==> config.mk <==
export PLATFORM = sky130hd
export DESIGN_NAME = pe_product_feeder
export DESIGN_NICKNAME = d
export VERILOG_FILES = /design/src/rtl/pe_pkg.sv /design/src/rtl/pe_line_buffer.sv /design/src/rtl/pe_product_feeder.sv
export SDC_FILE = /design/constraint.sdc
export NUM_CORES = 2
export LEC_CHECK = 0
export BUFFER_PORTS_ARGS = -buffer_cell sky130_fd_sc_hd__buf_2
export CAP_MARGIN = 20
export CORE_MARGIN = 4
export CORE_UTILIZATION = 45
export CTS_CLUSTER_DIAMETER = 150
export DETAILED_ROUTE_END_ITERATION = 6
export PLACE_DENSITY = 0.66
export SYNTH_ARGS = -nofsm -noshare
export SYNTH_HDL_FRONTEND = slang
export SYNTH_SLANG_ARGS = --single-unit
==> constraint.sdc <==
create_clock -name clk -period 9.3 [get_ports clk]
set_input_delay 0.465 -clock clk [delete_from_list [all_inputs] [get_ports clk]]
set_output_delay 0.465 -clock clk [all_outputs]
set_load 0.05 [all_outputs]
==> src/rtl/pe_pkg.sv <==
// Shared types and defaults for the convolution-lane product feeder.
package pe_pkg;

  // Feeder control states
  typedef enum logic [1:0] {
    IDLE   = 2'd0,
    LOAD_W = 2'd1,
    STREAM = 2'd2
  } feeder_state_e;

  localparam int PE_DATA_W    = 8;   // signed IFM pixel width
  localparam int PE_WGT_W     = 8;   // signed weight width
  localparam int PE_PROD_W    = 20;  // product / bias width to adder tree
  localparam int KERNEL_WORDS = 10;  // 9 weights + 1 bias

endpackage

==> src/rtl/pe_line_buffer.sv <==
// One image row of delay: a DEPTH-deep enabled shift buffer.
// dout_o is the value written DEPTH enables ago; it is read before the shift,
// so the same enable that consumes it also pushes the new sample in.
module pe_line_buffer #(
  parameter int W     = 8,
  parameter int DEPTH = 8
) (
  input  logic         clk_i,
  input  logic         en_i,
  input  logic [W-1:0] din_i,
  output logic [W-1:0] dout_o
);

  logic [DEPTH-1:0][W-1:0] sr_q;

  // Contents need no reset: every slot is rewritten before it is read.
  always_ff @(posedge clk_i) begin
    if (en_i) sr_q <= {sr_q[DEPTH-2:0], din_i};
  end

  assign dout_o = sr_q[DEPTH-1];

endmodule

==> src/rtl/pe_product_feeder.sv <==
// Convolution lane front end: kernel/bias load, 3x3 sliding window over a
// raster IFM stream, registered element-wise products for the adder tree.
// Optional: define PE_FEEDER_OFM_VALID_EN to add ofm_valid, a 4-cycle delayed
// copy of product_valid aligned to the adder tree's register stages.
module pe_product_feeder import pe_pkg::*; #(
  parameter int DATA_W      = PE_DATA_W,
  parameter int WGT_W       = PE_WGT_W,
  parameter int PROD_W      = PE_PROD_W,
  parameter int PE_ARR_SIZE = 9,
  parameter int IMG_W       = 8,
  parameter int IMG_H       = 8
) (
  input  logic                               clk,
  input  logic                               rst_n,
  input  logic                               start,
  input  logic                               w_valid,
  input  logic [PROD_W-1:0]                  w_data,
  input  logic                               pixel_valid,
  input  logic [DATA_W-1:0]                  pixel_data,
  output logic                               pixel_ready,
  output logic [PE_ARR_SIZE-1:0][PROD_W-1:0] product_output,
  output logic [PROD_W-1:0]                  bias_output,
  output logic                               product_valid,
`ifdef PE_FEEDER_OFM_VALID_EN
  output logic                               ofm_valid,
`endif
  output logic                               frame_done,
  output logic                               busy
);

  localparam int CW = (IMG_W > IMG_H) ? $clog2(IMG_W) : $clog2(IMG_H);

  feeder_state_e                     state_q, state_d;
  logic [3:0]                        wcnt_q;
  logic [CW-1:0]                     col_q, row_q;
  logic [PE_ARR_SIZE-1:0][WGT_W-1:0] kern_q;
  logic [PROD_W-1:0]                 bias_q;
  logic [PE_ARR_SIZE-1:0][DATA_W-1:0] win_q;
  logic [PE_ARR_SIZE-1:0][PROD_W-1:0] prod_q, prod_d;
  logic                              win_vld_q, win_last_q;
  logic                              prod_vld_q, frame_done_q;
  logic [DATA_W-1:0]                 lb0_out, lb1_out;
  logic [2:0][DATA_W-1:0]            new_col;
  logic                              accept, col_wrap, row_last, win_done, last_win;

  assign pixel_ready = (state_q == STREAM);
  assign busy        = (state_q != IDLE);
  assign accept      = pixel_ready && pixel_valid;
  assign col_wrap    = (col_q == CW'(IMG_W - 1));
  assign row_last    = (row_q == CW'(IMG_H - 1));
  assign win_done    = accept && (row_q >= CW'(2)) && (col_q >= CW'(2));
  assign last_win    = win_done && col_wrap && row_last;

  // State register
  always_ff @(posedge clk or negedge rst_n) begin
    if (!rst_n) state_q <= IDLE;
    else        state_q <= state_d;
  end

  // Next-state: load exactly KERNEL_WORDS words, stream until the last window
  always_comb begin
    state_d = state_q;
    unique case (state_q)
      IDLE:    if (start) state_d = LOAD_W;
      LOAD_W:  if (w_valid && wcnt_q == 4'(KERNEL_WORDS - 1)) state_d = STREAM;
      STREAM:  if (frame_done_q) state_d = IDLE;
      default: state_d = IDLE;
    endcase
  end

  // Kernel / bias capture; word index KERNEL_WORDS-1 is the full-width bias
  always_ff @(posedge clk or negedge rst_n) begin
    if (!rst_n) begin
      wcnt_q <= '0;
      kern_q <= '0;
      bias_q <= '0;
    end else if (state_q != LOAD_W) begin
      wcnt_q <= '0;
    end else if (w_valid) begin
      wcnt_q <= wcnt_q + 4'd1;
      if (wcnt_q == 4'(KERNEL_WORDS - 1)) bias_q <= w_data;
      else                                kern_q[wcnt_q] <= w_data[WGT_W-1:0];
    end
  end

  // Raster position of the pixel being accepted; cleared outside STREAM
  always_ff @(posedge clk or negedge rst_n) begin
    if (!rst_n) begin
      col_q <= '0;
      row_q <= '0;
    end else if (state_q != STREAM) begin
      col_q <= '0;
      row_q <= '0;
    end else if (accept) begin
      if (col_wrap) begin
        col_q <= '0;
        row_q <= row_last ? '0 : row_q + CW'(1);
      end else begin
        col_q <= col_q + CW'(1);
      end
    end
  end

  // Two rows of history: lb0 holds the previous row, lb1 the one before it
  pe_line_buffer #(.W(DATA_W), .DEPTH(IMG_W)) u_lb0 (
    .clk_i(clk), .en_i(accept), .din_i(pixel_data), .dout_o(lb0_out)
  );
  pe_line_buffer #(.W(DATA_W), .DEPTH(IMG_W)) u_lb1 (
    .clk_i(clk), .en_i(accept), .din_i(lb0_out), .dout_o(lb1_out)
  );

  // Right column entering the window: top = oldest row, bottom = live pixel
  assign new_col[0] = lb1_out;
  assign new_col[1] = lb0_out;
  assign new_col[2] = pixel_data;

  // Window shifts left on each accept; valid flags pulse only on accepts
  always_ff @(posedge clk or negedge rst_n) begin
    if (!rst_n) begin
      win_q      <= '0;
      win_vld_q  <= 1'b0;
      win_last_q <= 1'b0;
    end else begin
      win_vld_q  <= win_done;
      win_last_q <= last_win;
      if (accept) begin
        for (int r = 0; r < 3; r++) begin
          win_q[r*3+0] <= win_q[r*3+1];
          win_q[r*3+1] <= win_q[r*3+2];
          win_q[r*3+2] <= new_col[r];
        end
      end
    end
  end

  // Signed multiply per lane; operands sign-extended to PROD_W so no overflow
  for (genvar k = 0; k < PE_ARR_SIZE; k++) begin : g_mul
    logic signed [PROD_W-1:0] px_ext, wt_ext;
    assign px_ext    = {{(PROD_W-DATA_W){win_q[k][DATA_W-1]}}, win_q[k]};
    assign wt_ext    = {{(PROD_W-WGT_W){kern_q[k][WGT_W-1]}}, kern_q[k]};
    assign prod_d[k] = px_ext * wt_ext;
  end

  // Product register, valid and end-of-frame pulse, one edge behind the window
  always_ff @(posedge clk or negedge rst_n) begin
    if (!rst_n) begin
      prod_q       <= '0;
      prod_vld_q   <= 1'b0;
      frame_done_q <= 1'b0;
    end else begin
      prod_vld_q   <= win_vld_q;
      frame_done_q <= win_vld_q && win_last_q;
      if (win_vld_q) prod_q <= prod_d;
    end
  end

  assign product_output = prod_q;
  assign bias_output    = bias_q;
  assign product_valid  = prod_vld_q;
  assign frame_done     = frame_done_q;

`ifdef PE_FEEDER_OFM_VALID_EN
  logic [3:0] vld_pipe_q;

  // Delay line matching the adder tree's four register stages
  always_ff @(posedge clk or negedge rst_n) begin
    if (!rst_n) vld_pipe_q <= '0;
    else        vld_pipe_q <= {vld_pipe_q[2:0], prod_vld_q};
  end

  assign ofm_valid = vld_pipe_q[3];
`endif

endmodule

==> impl_metrics.toml <==
[floorplan]
start_util_pct = 45.4
num_io_pins = 237
die-area_um2 = 91000
row_count = 107
die_y_um = 302
core_region_area_um2 = 85400
die-width_um = 302

[synth]
synthTopCellsByCount = "inv_1 (725), fa_1 (495), and2_1 (371), dfrtp_1 (324), ha_1 (271)"
synthTopCellsByArea = "fa_1 (26%), dfrtp_1 (21%), edfxtp_1 (9.9%), ha_1 (8.7%), inv_1 (7.0%)"
yosysSeqAreaShare_pct = 30.8
post_synth_num_cell_types = 62
synth_nets = 4276
yosysMostFrequentCell = "inv_1"
synth_top_area_share_pct = 25.5
yosysWarnings = 0
synth_top_cell_by_area = "fa_1"
async_reset_ff_share_pct = 71.7
syn_area_per_cell_um2 = 11.2
syn-cell-area_um2 = 38800
synth_edf_count = 128
synth_flop_cell = "dfrtp_1"
netlist_instances = 3477
ys_seq_elements = 452

[final_layout]
layout-drive-gt1-share_pct = 16.0
antenna_cells = 0
area_growth_pct = 10.5
nNetsFinal = 4488
nFillCells = 7824

[place]
dp_hpwl_mm = 61.8
dp_slack_ps = 4700
gp_congestion = 0.845
port_buffers = 236

[sta]
worstMarginPinSlew_ps = 1130
skew_ps = 20.0
rsz0062_at_grt = "no"
max_freq_ghz = 0.218
tns_ps = 0
relSlewSlack_pct = 24.9
min_period_ps = 4590
hold_violations = 0
setup-violations-final = 0
period_share_pct = 49.3
whs_ps = 51.1
setup_slack_ps = 4710
final_max_slew_viol_count = 0

[detailed_routing]
wl_mm = 81.1
drtIter0Drc = 1061
drc = 0
wl_per_cell_um = 16.6
vias_per_cell = 4.86
vias = 23700
first_pass_iters = 5
drtAntennaViolNets = 0

[clock_tree]
cts_resized = 0
clock_path_buffers = 3
cts_root_buf = "clkbuf_16"
cts_made_buffers = 55
clkTransAtPathRegs_ps = 60
clock_sinks = 452
worstSkewPairLatency_ps = 640
h-tree-depth = 2
cts_tree = "done"

[critical_path]
crit_type = "register to register"
cp.required_ps = 9790
start_kind = "register"
crit_arrival_ps = 5070
cp_max_fo = 10
end_kind = "register"

[grt]
use_met2_pct = 30.3
track_usage_pct = 18.5
grt_max_degree = 158
grt_pass1_wl_mm = 134
grt_antenna_before_repair = 6
busiest_layer = "met2"
overflow = 0
grt_util_met1_pct = 25.7
grt_use_met3_pct = 3.07
grt_pass1_vias = 24800

[outcome]
status = "finished clean"

[worst_hold_path]
min_path_type = "input port to register"

[flow_run]
cap_viol_max_count = 0
[sequential cells by signal, summed over array words and instances, names as in the netlist]
name and flops:
product_output 144, g_mul.px_ext 72, g_mul.wt_ext 72, u_lb0.sr_q 56, u_lb1.sr_q 56, bias_output 20
u_lb0.dout_o 8, u_lb1.dout_o 8, wcnt_q 4, col_q 3, row_q 3, state_q 2
frame_done 1, product_valid 1, win_last_q 1, win_vld_q 1
[cells by family (layout without fill, tap and decap cells)]
logic type / count (synthesis) / count (layout) / share of synthesized area [%]
and+or+nand+nor: 768 / 768 / 11.0
AOI/OAI and AO/OA: 263 / 263 / 4.38
DFF: 452 / 452 / 30.8
buffers and inverters: 819 / 1078 / 8.35
adders and majority gates: 766 / 766 / 34.3
xor gates and xnor gates: 134 / 134 / 3.02
muxes: 275 / 275 / 8.18
[path summary, 6_finish.rpt]
path | from | slack, ps | cells past startpoint | end
max in group asynchronous | rst_n | 7320 | 3 | win_vld_q$_DFF_PN0_
hold / removal | pixel_data[2] | 50 | 1 | u_lb0.sr_q[2]$_DFFE_PP_
setup / recovery | g_mul[4].px_ext[7]$_DFFE_PN0P_ | 4710 | 15 | product_output[94]$_DFFE_PN0P_
hold reg to reg | u_lb0.sr_q[45]$_DFFE_PP_ | 410 | 0 | u_lb0.sr_q[53]$_DFFE_PP_
min in group asynchronous | rst_n | 480 | 2 | product_output[14]$_DFFE_PN0P_
setup reg to reg | g_mul[4].px_ext[7]$_DFFE_PN0P_ | 4710 | 15 | product_output[94]$_DFFE_PN0P_
[cells in the final DEF (no fill, tap or decap), types with 12 or more instances in the layout]
master,n
fa_1,495
and2_1,371
edfxtp_1,128
nor2b_1,59
nand2_1,176
dfrtp_1,323
xor2_1,25
buf_2,235
o21ai_0,45
mux2_4,23
inv_1,724
nor3_1,24
clkinv_2,12
mux2_2,223
a21o_1,30
o211ai_1,18
o21ai_1,21
a21oi_1,54
o21a_1,18
xnor2_1,109
clkbuf_16,55
nand2b_1,18
a31oi_1,15
ha_1,271
mux2_1,23
nor2_1,71
[routing by layer]
metal	vias up	part of all wire (%)	wire length (um)
li1	11300	-	-
met1	11900	46	37200
met2	419	47	38100
met3	101	4.8	3910
met4	4	2.3	1890
met5	-	0.033	27
[critical path: stages (launching register included)]
cell and delay [ps]:
dfrtp_1 550, nand2_1 190, fa_1 640, fa_1 530
inv_1 50, fa_1 470, inv_1 50, fa_1 470
inv_1 40, ha_1 330, a21oi_1 240, nor2b_1 200
nand2_1 60, o21ai_0 250, mux2i_1 230, o2111ai_1 130
[what timing repair did]
action	CTS	global route
hold buffers	2	0
buffers inserted	0	0
hold endpoints to repair	102	0
[area by class of cell]
class | count | area [um^2] | area share (%)
inverter | 728 | 2740 | 6.38
timing repair buffer | 246 | 1280 | 2.99
clock buffer | 69 | 1470 | 3.42
sequential | 452 | 12000 | 27.9
multi-input combinational | 2206 | 23600 | 55.1
tap | 1144 | 1430 | 3.34
clock inverter | 35 | 395 | 0.922
[per-stage QoR]
stage	instances	util, %	area, um^2
after global placement	4774	48.0	41000
after global routing	4880	50.2	42900
final	4880	50.2	42900
after floorplan	3477	-	38800
after detailed placement	4774	48.0	41000
after CTS	4880	50.2	42900
Power is left out: the tool's default activity adds up to more than one toggle a clock period on the data nets, which glitch-free logic cannot reach.
